File: src/rtl/define.v
// Shared build constants for the dmem_resp slice: address width, FSM state
// encodings and the default response wait.
`ifndef DMEM_DEFINE_V
`define DMEM_DEFINE_V

`define DataCatchDepth     8
`define DMEM_ST_IDLE       2'd0
`define DMEM_ST_WAIT       2'd1
`define DMEM_ST_RESP       2'd2
`define DMEM_WAIT_CYC_DEF  1

`endif

File: src/rtl/dmem_resp_pkg.sv
// Types, state constants and byte-lane helpers shared by the dmem_resp slice.
`include "define.v"

package dmem_resp_pkg;

  localparam int ADDR_W = `DataCatchDepth;
  localparam int WORD_W = ADDR_W - 2;

  localparam logic [1:0] ST_IDLE = `DMEM_ST_IDLE;
  localparam logic [1:0] ST_WAIT = `DMEM_ST_WAIT;
  localparam logic [1:0] ST_RESP = `DMEM_ST_RESP;

  typedef struct packed {
    logic [WORD_W-1:0] word;
    logic [3:0]        rden;
    logic [3:0]        wren;
    logic [31:0]       wdata;
  } req_t;

  function automatic logic [31:0] lane_mask(input logic [31:0] d, input logic [3:0] lanes);
    logic [31:0] r;
    r = '0;
    for (int i = 0; i < 4; i++) begin
      if (lanes[i]) r[8*i +: 8] = d[8*i +: 8];
    end
    return r;
  endfunction

  // Legal masks are single bytes, aligned halves and the full word; the
  // address low bits must name the lowest enabled lane.
  function automatic logic lane_ok(input logic [3:0] mask, input logic [1:0] lsb);
    logic ok;
    case (mask)
      4'b0001: ok = (lsb == 2'd0);
      4'b0010: ok = (lsb == 2'd1);
      4'b0100: ok = (lsb == 2'd2);
      4'b1000: ok = (lsb == 2'd3);
      4'b0011: ok = (lsb == 2'd0);
      4'b1100: ok = (lsb == 2'd2);
      4'b1111: ok = (lsb == 2'd0);
      default: ok = 1'b0;
    endcase
    return ok;
  endfunction

endpackage

File: src/rtl/dmem_resp_if.sv
// Request/response bus between a memory client (master) and dmem_resp (slave).
`include "define.v"

interface dmem_if #(parameter int AW = `DataCatchDepth);
  logic [AW-1:0] MEMaddr;
  logic [3:0]    MEMrden;
  logic [3:0]    MEMwren;
  logic [31:0]   MEMwrdata;
  logic [31:0]   MEMrddata;
  logic          MEMrd_vld;
  logic          MEMwr_done;
  logic          busy;
  logic          error;

  modport master (
    output MEMaddr, MEMrden, MEMwren, MEMwrdata,
    input  MEMrddata, MEMrd_vld, MEMwr_done, busy, error
  );

  modport slave (
    input  MEMaddr, MEMrden, MEMwren, MEMwrdata,
    output MEMrddata, MEMrd_vld, MEMwr_done, busy, error
  );
endinterface

File: src/rtl/dmem_resp_ram.sv
// Word-organised RAM with per-byte-lane write enables and a registered read port.
module dmem_ram #(
  parameter int WORD_W = 6
) (
  input  logic              clk,
  input  logic [3:0]        we,
  input  logic [WORD_W-1:0] addr,
  input  logic [31:0]       wdata,
  output logic [31:0]       rdata
);

  logic [31:0] mem [2**WORD_W];

  always_ff @(posedge clk) begin
    for (int i = 0; i < 4; i++) begin
      if (we[i]) mem[addr][8*i +: 8] <= wdata[8*i +: 8];
    end
    rdata <= mem[addr];
  end

endmodule

File: src/rtl/dmem_resp.sv
// Single-outstanding data-memory responder with programmable response latency.
// Optional build macro DMEM_MISALIGN_CHK_EN rejects illegal/misaligned lane masks.
//
// state | meaning
// IDLE  | ready; accepts a read or write request
// WAIT  | counting WAIT_CYC latency cycles
// RESP  | commit write / return read data, then back to IDLE
module dmem_resp
  import dmem_resp_pkg::*;
#(
  parameter int unsigned WAIT_CYC = `DMEM_WAIT_CYC_DEF
) (
  input  logic clk,
  input  logic rst,
  dmem_if.slave bus
);

  localparam logic [3:0] WAIT_LOAD = (WAIT_CYC > 0) ? 4'(WAIT_CYC - 1) : 4'd0;

  logic [1:0]        state;
  logic [3:0]        wait_cnt;
  req_t              req;
  logic              req_any;
  logic              req_both;
  logic              req_bad;
  logic              accept;
  logic [WORD_W-1:0] ram_addr;
  logic [3:0]        ram_we;
  logic [31:0]       ram_q;

  assign req_any  = (|bus.MEMrden) || (|bus.MEMwren);
  assign req_both = (|bus.MEMrden) && (|bus.MEMwren);

`ifdef DMEM_MISALIGN_CHK_EN
  assign req_bad = req_any && !req_both &&
                   !lane_ok(bus.MEMrden | bus.MEMwren, bus.MEMaddr[1:0]);
`else
  logic unused_addr_lsb;
  assign unused_addr_lsb = ^bus.MEMaddr[1:0];
  assign req_bad = 1'b0;
`endif

  assign accept = (state == ST_IDLE) && req_any && !req_both && !req_bad;

  // Address goes straight to the RAM while idle so read data is ready even
  // when WAIT_CYC is zero and RESP follows the accept edge directly.
  assign ram_addr = (state == ST_IDLE) ? bus.MEMaddr[ADDR_W-1:2] : req.word;
  assign ram_we   = (state == ST_RESP && !rst) ? req.wren : 4'b0000;

  dmem_ram #(.WORD_W(WORD_W)) u_ram (
    .clk   (clk),
    .we    (ram_we),
    .addr  (ram_addr),
    .wdata (req.wdata),
    .rdata (ram_q)
  );

  always_ff @(posedge clk) begin
    if (rst) begin
      state          <= ST_IDLE;
      wait_cnt       <= 4'd0;
      req            <= '0;
      bus.MEMrddata  <= 32'h0;
      bus.MEMrd_vld  <= 1'b0;
      bus.MEMwr_done <= 1'b0;
      bus.error      <= 1'b0;
    end else begin
      bus.MEMrd_vld  <= 1'b0;
      bus.MEMwr_done <= 1'b0;
      case (state)
        ST_IDLE: begin
          if (req_both || req_bad) bus.error <= 1'b1;
          if (accept) begin
            req.word  <= bus.MEMaddr[ADDR_W-1:2];
            req.rden  <= bus.MEMrden;
            req.wren  <= bus.MEMwren;
            req.wdata <= bus.MEMwrdata;
            if (WAIT_CYC > 0) begin
              state    <= ST_WAIT;
              wait_cnt <= WAIT_LOAD;
            end else begin
              state <= ST_RESP;
            end
          end
        end
        ST_WAIT: begin
          if (wait_cnt == 4'd0) state <= ST_RESP;
          else                  wait_cnt <= wait_cnt - 4'd1;
        end
        ST_RESP: begin
          state <= ST_IDLE;
          if (|req.rden) begin
            bus.MEMrd_vld <= 1'b1;
            bus.MEMrddata <= lane_mask(ram_q, req.rden);
          end
          if (|req.wren) bus.MEMwr_done <= 1'b1;
        end
        default: state <= ST_IDLE;
      endcase
    end
  end

  assign bus.busy = (state != ST_IDLE);

endmodule

File: src/flat_wrapper.sv
// flat-port wrapper written by rule: the top's interface ports become plain ports
module dmem_resp_flat import dmem_resp_pkg::*;
#(
  parameter int unsigned WAIT_CYC = `DMEM_WAIT_CYC_DEF
)
  (clk, rst, bus_MEMaddr, bus_MEMrden, bus_MEMwren, bus_MEMwrdata, bus_MEMrddata, bus_MEMrd_vld, bus_MEMwr_done, bus_busy, bus_error);
  dmem_if bus_i ();
  input  logic clk;
  input  logic rst;
  input wire logic [$bits(bus_i.MEMaddr)-1:0] bus_MEMaddr;
  input wire logic [$bits(bus_i.MEMrden)-1:0] bus_MEMrden;
  input wire logic [$bits(bus_i.MEMwren)-1:0] bus_MEMwren;
  input wire logic [$bits(bus_i.MEMwrdata)-1:0] bus_MEMwrdata;
  output wire logic [$bits(bus_i.MEMrddata)-1:0] bus_MEMrddata;
  output wire logic [$bits(bus_i.MEMrd_vld)-1:0] bus_MEMrd_vld;
  output wire logic [$bits(bus_i.MEMwr_done)-1:0] bus_MEMwr_done;
  output wire logic [$bits(bus_i.busy)-1:0] bus_busy;
  output wire logic [$bits(bus_i.error)-1:0] bus_error;
  assign bus_i.MEMaddr = bus_MEMaddr;
  assign bus_i.MEMrden = bus_MEMrden;
  assign bus_i.MEMwren = bus_MEMwren;
  assign bus_i.MEMwrdata = bus_MEMwrdata;
  assign bus_MEMrddata = bus_i.MEMrddata;
  assign bus_MEMrd_vld = bus_i.MEMrd_vld;
  assign bus_MEMwr_done = bus_i.MEMwr_done;
  assign bus_busy = bus_i.busy;
  assign bus_error = bus_i.error;
  dmem_resp #(.WAIT_CYC(WAIT_CYC)) u_core (.clk(clk), .rst(rst), .bus(bus_i));
endmodule
File: config.mk
export PLATFORM = sky130hd
export DESIGN_NAME = dmem_resp_flat
export DESIGN_NICKNAME = d
export VERILOG_FILES = /design/src/rtl/dmem_resp_pkg.sv /design/src/rtl/dmem_resp_if.sv /design/src/rtl/dmem_resp_ram.sv /design/src/rtl/dmem_resp.sv /design/src/flat_wrapper.sv
export VERILOG_INCLUDE_DIRS = /design/src /design/src/rtl
export SDC_FILE = /design/constraint.sdc
export NUM_CORES = 2
export LEC_CHECK = 0
export ABC_AREA = 1
export BUFFER_PORTS_ARGS = -buffer_cell sky130_fd_sc_hd__buf_2
export CAP_MARGIN = 15
export CORE_MARGIN = 2
export CORE_UTILIZATION = 34
export CTS_CLUSTER_SIZE = 24
export DETAILED_ROUTE_END_ITERATION = 8
export PLACE_DENSITY = 0.46
export SLEW_MARGIN = 20
export SYNTH_ARGS = -nofsm -noshare
export SYNTH_HDL_FRONTEND = slang
export SYNTH_SLANG_ARGS = --single-unit
File: constraint.sdc
create_clock -name clk -period 7.1 [get_ports clk]
set_clock_uncertainty 0.1 [all_clocks]
set_input_delay 1.42 -clock clk [delete_from_list [all_inputs] [get_ports clk]]
set_output_delay 1.42 -clock clk [all_outputs]
set_load 0.01 [all_outputs]
Yosys cells after proc, flatten, opt, wreduce, memory -nomap -nowiden

Memory sizes are Yosys's and may differ from the RTL's. A register that Yosys moved wholly into a read port is not among the register bits.
Cells that the tools add are included.

Register bits after elaboration: 87
RAM bits: 2048
Input bits: 50
Output and inout port bits: 36
Memories: 1

Memory list:

| name             | depth | bits a word | rd ports | clocked after memory_dff | wr ports | RTL line            | text |
|---|---|---|---|---|---|---|---|
| u_core.u_ram.mem | 64    | 32          | 1        | 1                        | 1        | dmem_resp_ram.sv:12 | `logic [31:0] mem [2**WORD_W];` |

Add/subtract/negate cells: 1
Eq/ne operators: 5
Multiplexer cells: 22
Bitwise logic cells: 1
Reduce and logical (&&, ||, !) cells: 21

Operators by type and width:

| kind                                                | count |
|---|---|
| 2-to-1 mux 8 bit                                    | 4 |
| OR reduction 4 bit                                  | 4 |
| 2-to-1 mux 4 bit                                    | 3 |
| 2-to-1 mux 1 bit                                    | 10 |
| case mux 4 bit (2 select lines)                     | 1 |
| AND reduction 2 bit                                 | 4 |
| 2-to-1 mux 6 bit                                    | 1 |
| logical AND 1 bit                                   | 4 |
| zero test 4 bit                                     | 1 |
| 2-to-1 mux 2 bit                                    | 2 |
| != test 2 x 1 -> 1 bit, second input constant       | 2 |
| case mux 2 bit (2 select lines)                     | 1 |
| nonzero test 2 bit                                  | 2 |
| subtractor 4 x 1 -> 4 bit, second input constant    | 1 |
| AND reduction 3 bit                                 | 1 |
| equality test 2 x 1 -> 1 bit, second input constant | 1 |
| equality test 2 bit, second input constant          | 1 |
| zero test 1 bit                                     | 2 |
| zero test 2 bit                                     | 1 |
| != test 2 bit, second input constant                | 1 |
| OR reduction 2 bit                                  | 1 |
| logical OR 1 bit                                    | 1 |
| inverter 1 bit                                      | 1 |

Depth between registers and ports, before layout

Word-level depth: 6
Mapped depth: 17

Hierarchy

A second synthesis with hierarchy kept.

Cell total of the unflattened synthesis: 9163
Area total of the unflattened synthesis: 91056.1 µm²

Modules (own cells, without submodules):

| module    | times used | cells each | area an instance (µm²) |
|---|---|---|---|
| dmem_ram  | 1          | 8723       | 87705.4 |
| dmem_resp | 1          | 440        | 3350.7 |

Worst setup path before layout

No wires, ideal clock.

Kind: input -> register
Start: in bus_MEMaddr[6]
End: mem u_core.u_ram.mem[32][0] (enable)
Setup time: 0.370 ns
Arrival: 2.846 ns
Data required time: 6.630 ns
Setup slack: 3.784 ns
Cell stages on the path: 7
Cells stage by stage: or2_1 > o21ai_4 > inv_2 > nor3_2 > clkbuf_1 > nand2_1 > nor2_1

Word-level cells in the longest chain between the ends: 1

Ends and longest elaborated chain:

| what             | RTL line            | text |
|---|---|---|
| from (decl)      | flat_wrapper.sv:10  | `input wire logic [$bits(bus_i.MEMaddr)-1:0] bus_MEMaddr;` |
| 2-to-1 mux 6 bit | dmem_resp.sv:47     | `assign ram_addr = (state == ST_IDLE) ? bus.MEMaddr[ADDR_W-1:2] : req.word;` |
| to (decl)        | dmem_resp_ram.sv:12 |  |

No other way between the ends.

Worst setup path after layout

Start: reg u_core.state[0]
End: mem u_core.u_ram.mem[30][4] (enable)

Word-level cells in the longest chain between the ends: 5

Ends and longest elaborated chain:

| what                                   | RTL line            | text |
|---|---|---|
| from (decl)                            | dmem_resp.sv:20     | `logic [1:0] state;` |
| from (signal assigned)                 | dmem_resp.sv:60     | `state <= ST_IDLE;` |
| from (signal assigned)                 | dmem_resp.sv:79     | `state <= ST_WAIT;` |
| from (signal assigned)                 | dmem_resp.sv:82     | `state <= ST_RESP;` |
| equality test 2 bit                    | dmem_resp.sv:48     | `assign ram_we = (state == ST_RESP && !rst) ? req.wren : 4'b0000;` |
| logical AND 1 bit                      | dmem_resp.sv:48     |  |
| 2-to-1 mux 4 bit                       | dmem_resp.sv:48     |  |
| 2-to-1 mux 1 bit                       | dmem_resp_ram.sv:16 | `if (we[i]) mem[addr][8*i +: 8] <= wdata[8*i +: 8];` |
| 2-to-1 mux 1 bit (implied by the code) | dmem_resp_ram.sv:16 |  |

Several ways; a longest one is shown, not always the timed one.

==> flow_summary.ini <==
[critical_path]
path_class = reg2reg
cp.arrival_ns = 5.26
startpoint_type = register
reg2reg_from = u_core.state[0]$_SDFFE_PP0P_
worstPathMaxFanout = 14
critical_path.endpoint = u_core.u_ram.mem[30][4]$_DFFE_PP_
worstPathRequired_ns = 7.49
crit_start = u_core.state[0]$_SDFFE_PP0P_
end_kind = register
r2r_setup_slack_ns = 2.23
r2r-end = u_core.u_ram.mem[30][4]$_DFFE_PP_
rr_worst_depth = 9

[floorplanning]
die_h_microns = 525
die_x_microns = 525
initial_core_util_pct = 34.1
rows = 191
core_sq_um = 270000
die_area_sq_um = 275000
pin_count = 86

[yosys]
synthCells = 9246
synth.largest_area_cell = edfxtp_1
syn_nets = 9298
netlist_area_sq_um = 92200
synthDistinctLibCells = 28
synth_area_leaders = edfxtp_1 (67%), nand2_1 (21%), nand3_1 (4.0%)
synth_top_area_share_pct = 66.7
ys_seq_area_share_pct = 69.3
ys_warn_count = 0
synth_seq_cells = 2167
avgSynthCellArea_sq_um = 9.97

[global_route]
grt_start_max_net_pins = 171
first_global_vias = 61800
grt_overflow = 0
antenna_found_initial = 17
grt_usage_pct = 21.3
grt_pass1_wl_microns = 432000

[final_layout]
area_growth_pct = 12.1
nFillCells = 26700
final_common_cell = nand2_1
layout_common_cells = nand2_1 (5253), edfxtp_1 (2048), nand3_1 (740)
utilization_pct = 38.2
register_area_sq_um = 63900
multi_input_area_sq_um = 25700
nets = 9168
layout-drive-gt1-share_pct = 6.78

[detailed_routing]
num_vias = 63600
drc = 0
wl_per_cell_microns = 23.2
drtPass1Iterations = 6
drt-initial-drc-count = 5938
ant_nets = 0
post_drt_via_cell_ratio = 4.92
finalWirelength_microns = 300000

[sta]
slew_headroom_pct = 16.9
setup_violations = 0
fmax_mhz = 205
tns_ns = 0
period_share_pct = 68.6
grt_setup_unrepaired = no
worstMarginPinSlew_ns = 1.24
hold_violations = 0
setup_ws_ns = 2.23
fin_crit_ns = 4.87
drv_slew = 0

[clocking]
clockBufferDepth = 3
ctsResizeCount = 0
htreeDepth = 4
postCtsSetupRepairBufs = 0
clk_pin_slew_worst_paths_ns = 0.06
cts_hold_buf = 0
insertion_delay_ns = 0.88
cts_tree = done
cts.sinks = 2167
cts_root_buf = clkbuf_16
cts-buffers-inserted = 232

[worst_hold_path]
hp-class = reg2reg

[power]
power.share.clock_pct = 41.8
power_density_nw_per_um2 = 281
p_sw_share_pct = 25.5
power_switching_mw = 7.40
internal_power_mw = 21.7
pwr-share-seq_pct = 48.3
power_frac_comb_pct = 9.8
leakage_nw = 40.2
vdd_ir_drop_max_mv = 0.239

[placement]
port_buffers = 83
gp_congestion = 0.808
dp_slack_ns = 1.44
dp_hpwl_microns = 167000

[status]
status = finished clean

[run]
max_cap_violations = 0
## synthesized netlist by cell type
| library cell | n |
|---|---|
| o21ai_4 | 2 |
| or2_2 | 1 |
| nand3_1 | 741 |
| buf_4 | 44 |
| nand2_4 | 1 |
| nor2_2 | 3 |
| nor3_2 | 6 |
| nand2_2 | 4 |
| inv_1 | 45 |
| dfxtp_1 | 119 |
| buf_6 | 1 |
| ha_1 | 2 |
| a21oi_1 | 79 |
| nand4_1 | 1 |
| a211oi_1 | 5 |
| o21ai_1 | 5 |
| buf_2 | 271 |
| buf_1 | 46 |
| nor3_1 | 4 |
| clkinv_1 | 1 |
| nor2_1 | 339 |
| nand2_1 | 5263 |
| inv_2 | 10 |
| clkbuf_1 | 192 |
| edfxtp_1 | 2048 |
| nor4_1 | 2 |
| or2_1 | 2 |
| nor2_4 | 9 |
## worst min-delay path by stage
stage | start | to | depth (start not counted)
6_report | u_core.bus.MEMrddata[21]$_SDFFE_PP0P_ | u_core.bus.MEMrddata[21]$_SDFFE_PP0P_ | 2
5_1_grt | u_core.bus.MEMrddata[17]$_SDFFE_PP0P_ | u_core.bus.MEMrddata[17]$_SDFFE_PP0P_ | 2
4_1_cts | u_core.bus.MEMrddata[6]$_SDFFE_PP0P_ | u_core.bus.MEMrddata[6]$_SDFFE_PP0P_ | 2
3_5_place_dp | u_core.bus.MEMrddata[6]$_SDFFE_PP0P_ | u_core.bus.MEMrddata[6]$_SDFFE_PP0P_ | 2
3_3_place_gp | u_core.bus.error$_SDFFE_PP0P_ | u_core.bus.error$_SDFFE_PP0P_ | 2
2_1_floorplan | u_core.state[1]$_SDFFE_PP0P_ | u_core.state[1]$_SDFFE_PP0P_ | 1
## through the flow
stage               instances  hold slack, ns  cell area [sq um]  power (mW)
floorplan                9246           0.342              92200        16.1
global placement        12500           0.348              95700        17.2
detailed placement      12500           0.353              95700        17.2
CTS                     12900           0.362             103000        29.3
global route            12900           0.377             103000        30.0
finish                  12900           0.361             103000        29.1
## layer usage
layer  share of wire, %  GRT usage [%]
met1                 43           28.5
met2                 46           34.2
met3                6.4           3.78
met4                4.0           8.65
met5             0.0087              0
## power by group through the flow
stage / logic, mW / registers [mW] / clock network, mW
floorplan: 1.81 / 14.3 / 0
global placement: 2.87 / 14.3 / 0
detailed placement: 2.87 / 14.3 / 0
CTS: 2.88 / 14.0 / 12.4
global route: 3.19 / 14.0 / 12.8
finish: 2.86 / 14.0 / 12.2
## worst max-delay path, cell delays in order (launching register included)
cell	delay (ns)
dfxtp_1	0.37
nor2_2	0.10
buf_4	0.30
nand2_1	0.11
nand2_2	0.31
inv_2	0.16
nor3_4	0.78
buf_4	0.38
nand2_1	0.71
nor2_1	1.14
## registers in the layout, indices dropped and copies added, names as in the netlist
name	flops
u_core.u_ram.mem	2048
u_core.req	46
u_core.bus.MEMrddata	32
u_core.u_ram.rdata	32
u_core.wait_cnt	4
u_core.state	2
u_core.bus.MEMrd_vld	1
u_core.bus.MEMwr_done	1
u_core.bus.error	1
## cells by family (layout without fill, tap and decap cells)
| family | after synthesis | in the layout | synth area share [%] |
|---|---|---|---|
| compound gates | 91 | 91 | 0.532 |
| fa+ha+maj | 2 | 2 | 0.0271 |
| buf+inv | 610 | 691 | 3.04 |
| flops | 2167 | 2167 | 69.3 |
| other cells | 0 | 20 | 0 |
| simple gates | 6376 | 6376 | 27.1 |
## area by class of cell
type | instances | area share, %
Clock inverter | 125 | 1.12
Antenna cell | 20 | 0.0484
Inverter | 56 | 0.203
Multi-Input combinational cell | 6469 | 24.9
Sequential cell | 2167 | 61.9
Tap cell | 3570 | 4.32
Clock buffer | 320 | 6.25
Timing Repair Buffer | 190 | 1.33
Note: power is estimated with default switching activity, not from simulation.
